## src/rtl/load_pkg.sv

```systemverilog
// rtl/load_pkg.sv - shared constants and state encoding for the load sequencer
// Purpose: counter geometry, direction encoding and the sequencer state enum.
// Optional build macro used by load_seq: LOAD_SEQ_SAT_REJECT_EN.
package load_pkg;

  localparam int CNT_W   = 3;                // shadow count width, matches the counter
  localparam int CNT_MAX = (1 << CNT_W) - 1; // saturation ceiling
  localparam int LEN_W   = 3;                // burst length field width

  localparam logic DIR_LOAD   = 1'b1;
  localparam logic DIR_UNLOAD = 1'b0;

  typedef enum logic [2:0] {
    IDLE,
    SETUP,
    PULSE,
    HOLD,
    FIN
  } state_t;

endpackage

```

## src/rtl/load_shadow_cnt.sv

```systemverilog
// rtl/load_shadow_cnt.sv - saturating up/down shadow of the occupancy counter
// Purpose: tracks the external counter value one step per enabled clock.
// Ports:
//   clk, reset  : clock, asynchronous active-high reset (count -> 0)
//   en          : step this cycle
//   dir         : DIR_LOAD increments, DIR_UNLOAD decrements
//   count       : current value, saturates at 0 and CNT_MAX
//   full, empty : decoded from the registered count
module load_shadow_cnt
  import load_pkg::*;
(
  input  logic             clk,
  input  logic             reset,
  input  logic             en,
  input  logic             dir,
  output logic [CNT_W-1:0] count,
  output logic             full,
  output logic             empty
);

  assign full  = (count == CNT_W'(CNT_MAX));
  assign empty = (count == '0);

  always_ff @(posedge clk or posedge reset) begin
    if (reset) begin
      count <= '0;
    end else if (en) begin
      if (dir == DIR_LOAD) begin
        if (!full) count <= count + 1'b1;
      end else begin
        if (!empty) count <= count - 1'b1;
      end
    end
  end

endmodule

```

## src/rtl/load_seq.sv

```systemverilog
// rtl/load_seq.sv - burst request to glitch-safe X/P strobe sequencer
// Purpose: accepts (dir, len) bursts over valid/ready and emits len X/P strobes,
// keeping a shadow of the counter value.
// Ports:
//   clk, reset              : clock, asynchronous active-high reset
//   req_valid/req_ready     : request handshake, ready only while idle
//   req_dir, req_len        : burst direction (1 = load) and strobe count
//   done                    : one-cycle pulse when a burst completes
//   err                     : one-cycle pulse on a rejected saturating strobe
//   X, P                    : direction level and enable strobe to the counter
//   count, full, empty      : shadow counter value and its limits
// Build option: LOAD_SEQ_SAT_REJECT_EN suppresses strobes that would saturate
// and pulses err instead; without it err is tied low.
module load_seq
  import load_pkg::*;
(
  input  logic             clk,
  input  logic             reset,
  input  logic             req_valid,
  input  logic             req_dir,
  input  logic [LEN_W-1:0] req_len,
  output logic             req_ready,
  output logic             done,
  output logic             err,
  output logic             X,
  output logic             P,
  output logic [CNT_W-1:0] count,
  output logic             full,
  output logic             empty
);

  state_t           state;
  state_t           state_nxt;
  logic             dir_q;
  logic [LEN_W-1:0] rem;
  logic             accept;
  logic             dir_eff;
  logic             strobe_ok;

  assign accept  = req_valid && req_ready;
  // On the accept edge the latched direction is not yet valid, so the
  // SETUP-cycle X value comes straight from the request.
  assign dir_eff = accept ? req_dir : dir_q;

`ifdef LOAD_SEQ_SAT_REJECT_EN
  logic sat;
  // count only moves at the end of PULSE, so it is stable when deciding
  // whether the upcoming strobe would push past a limit.
  assign sat       = (dir_q == DIR_LOAD) ? full : empty;
  assign strobe_ok = !sat;
`else
  assign strobe_ok = 1'b1;
  assign err       = 1'b0;
`endif

  always_comb begin
    state_nxt = state;
    case (state)
      IDLE:    if (accept) state_nxt = (req_len != '0) ? SETUP : FIN;
      SETUP:   state_nxt = PULSE;
      PULSE:   state_nxt = HOLD;
      // rem was already decremented at the end of PULSE
      HOLD:    state_nxt = (rem != '0) ? PULSE : FIN;
      FIN:     state_nxt = IDLE;
      default: state_nxt = IDLE;
    endcase
  end

  // Outputs are registered from the next state so they are clean Moore
  // levels aligned with the state they describe; X only moves on the
  // IDLE->SETUP and HOLD->FIN edges, where P is low on both sides.
  always_ff @(posedge clk or posedge reset) begin
    if (reset) begin
      state     <= IDLE;
      dir_q     <= DIR_UNLOAD;
      rem       <= '0;
      X         <= 1'b0;
      P         <= 1'b0;
      done      <= 1'b0;
      req_ready <= 1'b1;
`ifdef LOAD_SEQ_SAT_REJECT_EN
      err       <= 1'b0;
`endif
    end else begin
      state <= state_nxt;
      if (accept) begin
        dir_q <= req_dir;
        rem   <= req_len;
      end else if (state == PULSE) begin
        rem <= rem - 1'b1;
      end
      X         <= (state_nxt == SETUP || state_nxt == PULSE || state_nxt == HOLD)
                   ? dir_eff : 1'b0;
      P         <= (state_nxt == PULSE) && strobe_ok;
      done      <= (state_nxt == FIN);
      req_ready <= (state_nxt == IDLE);
`ifdef LOAD_SEQ_SAT_REJECT_EN
      err       <= (state_nxt == PULSE) && sat;
`endif
    end
  end

  // P is only ever high during PULSE, so it doubles as the shadow enable and
  // the shadow steps on the same edge as the external counter.
  load_shadow_cnt u_shadow (
    .clk   (clk),
    .reset (reset),
    .en    (P),
    .dir   (dir_q),
    .count (count),
    .full  (full),
    .empty (empty)
  );

endmodule

```

## config.mk

```make
export PLATFORM = sky130hd
export DESIGN_NAME = load_seq
export DESIGN_NICKNAME = d
export VERILOG_FILES = /design/src/rtl/load_pkg.sv /design/src/rtl/load_shadow_cnt.sv /design/src/rtl/load_seq.sv
export SDC_FILE = /design/constraint.sdc
export NUM_CORES = 1
export LEC_CHECK = 0
export CORE_UTILIZATION = 52
export CTS_CLUSTER_SIZE = 28
export DETAILED_ROUTE_END_ITERATION = 10
export GPL_TIMING_DRIVEN = 0
export PLACE_DENSITY = 0.91
export SYNTH_ARGS = -nofsm -noshare
export SYNTH_HDL_FRONTEND = slang
export SYNTH_HIERARCHICAL = 1
export SYNTH_SLANG_ARGS = --single-unit
```

## constraint.sdc

```tcl
create_clock -name clk -period 2.4 [get_ports clk]
set_input_delay 0.72 -clock clk [delete_from_list [all_inputs] [get_ports clk]]
set_output_delay 0.72 -clock clk [all_outputs]
set_load 0.02 [all_outputs]
```

**Word level (Yosys, flattened, before mapping)**

Index checks and enable logic that the tools add are counted.
W data, S select, Z words.

- Register bits: 14
- Bits of input ports: 7
- Output and inout bits: 10
- Word-level logic and storage cells: 42

- Equality and inequality tests: 10
- Add/subtract/negate cells: 3
- Multiplexer cells: 11
- Reduce and logical (&&, ||, !) cells: 10

Operators with widths:

| operator | count |
|---|---|
| $mux W3 | 8 |
| $eq A3 B2 Y1 const B | 4 |
| $pmux W3 S4 | 1 |
| $logic_not A3 Y1 | 3 |
| $eq A3 B1 Y1 const B | 2 |
| $eq A3 B3 Y1 const B | 2 |
| $reduce_bool A3 Y1 | 2 |
| $sub A3 B1 Y3 const B | 2 |
| $add A3 B1 Y3 const B | 1 |
| $reduce_and A3 Y1 | 1 |
| $logic_or A1 B1 Y1 | 2 |
| $mux W1 | 2 |
| $ne A2 B1 Y1 const B | 1 |
| $ne A2 B2 Y1 const B | 1 |
| $reduce_bool A2 Y1 | 1 |
| $logic_and A1 B1 Y1 | 1 |

**Logic depth before layout (Yosys ltp)**

Gate-level depths: netlist of run 1.

- Depth in word-level cells: 8
- Mapped depth: 6
- Gate-level depth less buffers: 5

**Hierarchy**

Netlist of run 1, hierarchy kept.

By module, submodules not included:

| module | instances | area each (um^2) | cells an instance | sequential area each (um^2) |
|---|---|---|---|---|
| load_seq | 1 | 561.8 | 47 | 276.5 |
| load_shadow_cnt | 1 | 247.7 | 26 | 75.1 |

**Worst setup path before layout of run 1**

OpenSTA, ideal clock, no wires.

- Path kind: register -> output
- Start: reg u_shadow.count[0]
- End: out empty
- Stages on the path, launching flop included: 2
- Data required time: 1.680 ns
- Buffers on the path: 0
- Arrival time: 1.083 ns
- Setup slack: 0.597 ns
- Cells stage by stage: dfrtp_1 -> nor3_1

- Cells in the longest elaborated chain, start to end: 1

Ends and longest elaborated chain:

| item | line | text |
|---|---|---|
| start, declared | load_shadow_cnt.sv:16 | `output logic [CNT_W-1:0] count,` |
| start signal, assigned | load_shadow_cnt.sv:29 | `if (!full) count <= count + 1'b1;` |
| start signal, assigned | load_shadow_cnt.sv:31 | `if (!empty) count <= count - 1'b1;` |
| $logic_not A3 Y1 | load_shadow_cnt.sv:22 | `assign empty = (count == '0);` |
| end, declared | load_seq.sv:29 | `output logic empty` |

Every way passes these cells.

**Final worst setup path of run 1**

- Start: reg u_shadow.count[2]
- End: out full

- Cells in the longest elaborated chain, start to end: 1

Ends and longest elaborated chain:

| item | line | text |
|---|---|---|
| $eq A3 B3 Y1 | load_shadow_cnt.sv:21 | `assign full = (count == CNT_W'(CNT_MAX));` |
| end, declared | load_seq.sv:28 | `output logic full,` |

Every way passes these cells.

==> out/metrics.csv, run 1 <==
metric,value,unit
crit path from,u_shadow/count[2],
Total GRT Usage,0.196,
Placed Area,978,µm²
pin count of the biggest net entering global routing,12,
Worst Setup Start Kind,flip-flop,
Final GP Congestion,0.857,
DRT iter0 DRCs,8,
Tmin final,2.32,ns
final setup violation count,0,
clock tree sinks,14,
CP max FO,10,
Post-Syn Area,810,µm²
max_cap viols,0,
final net count,103,
WP data arrival,1.60,ns
final wirelength,1480,µm
ANT nets after route,0,
Post-synth EDFFs,0,
total CTS buffers,3,
global route overflow,0,
number of global-route vias before repair,604,
die height,41.5,µm
Core Area,1370,µm²
synth unique cells,37,
Place WS,0.294,ns
area growth from synthesis to layout,24.3,%
DP Wirelength,1120,µm
path depth of the worst reg2reg path,4,
final instance area,1010,µm²
Reg-to-Reg Start,u_shadow/count[0],
drt wl/cell,13.9,µm
pwr dens,1430,nW/µm²
internal reg-to-reg setup slack,0.82,ns
vias per cell,5.92,
max incr delay on CP,0.59,ns
Synth Area per Inst,11.1,µm²
# diodes,0,
1st-pass router iterations,4,
syn nets,83,
setup repair bufs after CTS,0,
Worst Slack Setup Final,0.0828,ns
Clock Skew,0.00781,ns
Pleak,0.416,nW
Clock Latency Late Sink,0.29,ns
CP endpoint,full,
FF-to-FF End,u_shadow/count[1],
Crit. End Element,output pin,
Slew Limit Fails,0,
die area,1720,µm²
"Async S/R FF share, synth",1.00,
status,"finished, final reports clean",
HP Class,flip-flop to flip-flop,
Yosys warning count,6,
initial antenna violation count,0,
clock-pin slew on the worst setup and hold paths,0.08,ns
f_max,432,MHz
CP required,1.68,ns
CP max-delay cell,clkdlybuf4s50_1,
port bufs,15,
placed cells,103,
post-synthesis sequential area ratio,0.434,
Clock Root Buffer,clkbuf_4,
first-pass GRT wire length,2570,µm
Die X,41.5,µm
Synth Flop Type,dfrtp_1,
# DRC,0,
#FFs+latches synth,14,
critical-path cell list,and3_2 > clkdlybuf4s50_1,
Max VDD drop,0.735,mV
"Core Util, Final",0.736,
clock tree buffer depth,2,
CP Class,flip-flop to output pin,
fin cells,107,
num ports,17,
Starting Density,0.592,
CTS tree,yes,
H-tree depth,1,
# fillers,101,
period utilization,0.966,
vias,633,
share of cells above drive strength 1,0.207,
Cells after Synth,73,
Hold Fails Final Rpt,0,
Row Count,13,
## power breakdown
group	total [mW]	internal (mW)	switching (mW)	leakage, nW
Sequential	0.495	0.354	0.141	0.166
Combinational	0.801	0.420	0.381	0.235
Clock	0.140	0.0647	0.0749	0.0150
## final cells by class
cell class	count	area, µm²	area share
multi-input cells	51	409	0.407
plain buffers	3	30.0	0.0299
clock buffers	4	26.3	0.0261
well taps	15	18.8	0.0187
inverters	5	18.8	0.0187
repair buffers	15	150	0.149
flip-flops and latches	14	353	0.351
## stage by stage
stage	hold WS, ns	TNS [ns]	power, mW
2_1_floorplan	0.474	0	1.04
3_3_place_gp	0.526	0	1.25
3_5_place_dp	0.539	0	1.29
4_1_cts	0.558	0	1.43
5_1_grt	0.592	-0.000826	1.54
6_report	0.555	0	1.44
## sequential cells by signal (all words and copies together), names as in the netlist
| name | flops |
|---|---|
| done | 1 |
| P | 1 |
| dir_q | 1 |
| state | 3 |
| req_ready | 1 |
| u_shadow/count | 3 |
| X | 1 |
| rem | 3 |
## what timing repair did
item | in CTS | in global routing
hold buffers | 0 | 0
endpoints found under the hold margin | 0 | 0
setup endpoints to repair | 0 | 2
gates resized for setup | 0 | 1
## Yosys cell counts, types with 2 or more instances
| cell type | number | area share |
|---|---|---|
| buf_6 | 2 | 0.028 |
| a31oi_1 | 2 | 0.015 |
| a21oi_1 | 5 | 0.031 |
| nor4_2 | 2 | 0.031 |
| inv_1 | 5 | 0.023 |
| nor3_1 | 4 | 0.025 |
| dfrtp_1 | 13 | 0.40 |
| ha_1 | 2 | 0.031 |
| nand3b_1 | 2 | 0.019 |
| o2bb2ai_1 | 2 | 0.022 |
| a21oi_2 | 3 | 0.032 |
| nor2_1 | 4 | 0.019 |
| xnor2_1 | 3 | 0.032 |
## placed cells by master, fill, tap and decap left out, types with 2 or more instances in the layout
cell              n
nor4_2            2
nand3b_1          2
a21oi_2           3
clkdlybuf4s50_1  15
nor2_1            4
a21oi_1           5
o2bb2ai_1         2
a31oi_1           2
nor3_1            4
buf_6             2
ha_1              2
inv_1             5
dfrtp_1          12
clkbuf_4          3
xnor2_1           3
## per-layer routing
metal | vias to the layer above | global-route usage | wire length (µm)
met1 | 300 | 0.255 | 671
met3 | 3 | 0.0391 | 76
li1 | 304 | - | -
met5 | - | 0 | 0
met4 | 0 | 0.123 | 28
met2 | 26 | 0.300 | 706
## cells by family after synthesis
logic type,Yosys count,synth area share
AND/OR/NAND/NOR,25,0.232
AO/OA/AOI/OAI,16,0.136
flip-flops,14,0.434
buffers and inverters,8,0.0603
adder cells (fa/ha/maj),3,0.0556
XOR/XNOR,3,0.0325
multiplexers,3,0.0448
other,1,0.00463
## worst min path at each step
| stage | cells after the start | from | to | slack (ns) |
|---|---|---|---|---|
| after detailed placement | 1 | dir_q | dir_q | 0.54 |
| final | 1 | dir_q | dir_q | 0.55 |
| after CTS | 1 | dir_q | dir_q | 0.56 |
| after floorplan | 1 | reset | u_shadow/count[0] | 0.47 |
| after global placement | 1 | dir_q | dir_q | 0.53 |
| after global routing | 1 | dir_q | dir_q | 0.59 |
## worst max-delay path: cells and delay by family, from the launching register on
| family | cells | cell delay [ns] |
|---|---|---|
| AND/OR/NAND/NOR | 1 | 0.21 |
| flip-flops | 1 | 0.51 |
| buffers and inverters | 1 | 0.59 |
No activity file was read; power rests on OpenSTA's default activity.
==> inputs of run 2 (changes only) <==
--- a/config.mk
+++ b/config.mk
@@ -5,6 +5,7 @@
 export SDC_FILE = /design/constraint.sdc
 export NUM_CORES = 1
 export LEC_CHECK = 0
+export CAP_MARGIN = 20
 export CORE_UTILIZATION = 52
 export CTS_CLUSTER_SIZE = 28
 export DETAILED_ROUTE_END_ITERATION = 10
==> results of run 2 <==
Final layout, timing and power as in run 1 (identical DEF).
==> inputs of run 3 (changes only) <==
--- a/config.mk
+++ b/config.mk
@@ -11,6 +11,8 @@
 export DETAILED_ROUTE_END_ITERATION = 10
 export GPL_TIMING_DRIVEN = 0
 export PLACE_DENSITY = 0.91
+export SKIP_CTS_REPAIR_TIMING = 1
+export SLEW_MARGIN = 0
 export SYNTH_ARGS = -nofsm -noshare
 export SYNTH_HDL_FRONTEND = slang
 export SYNTH_HIERARCHICAL = 1
==> results of run 3 <==
Final layout, timing and power as in run 1 (identical DEF).
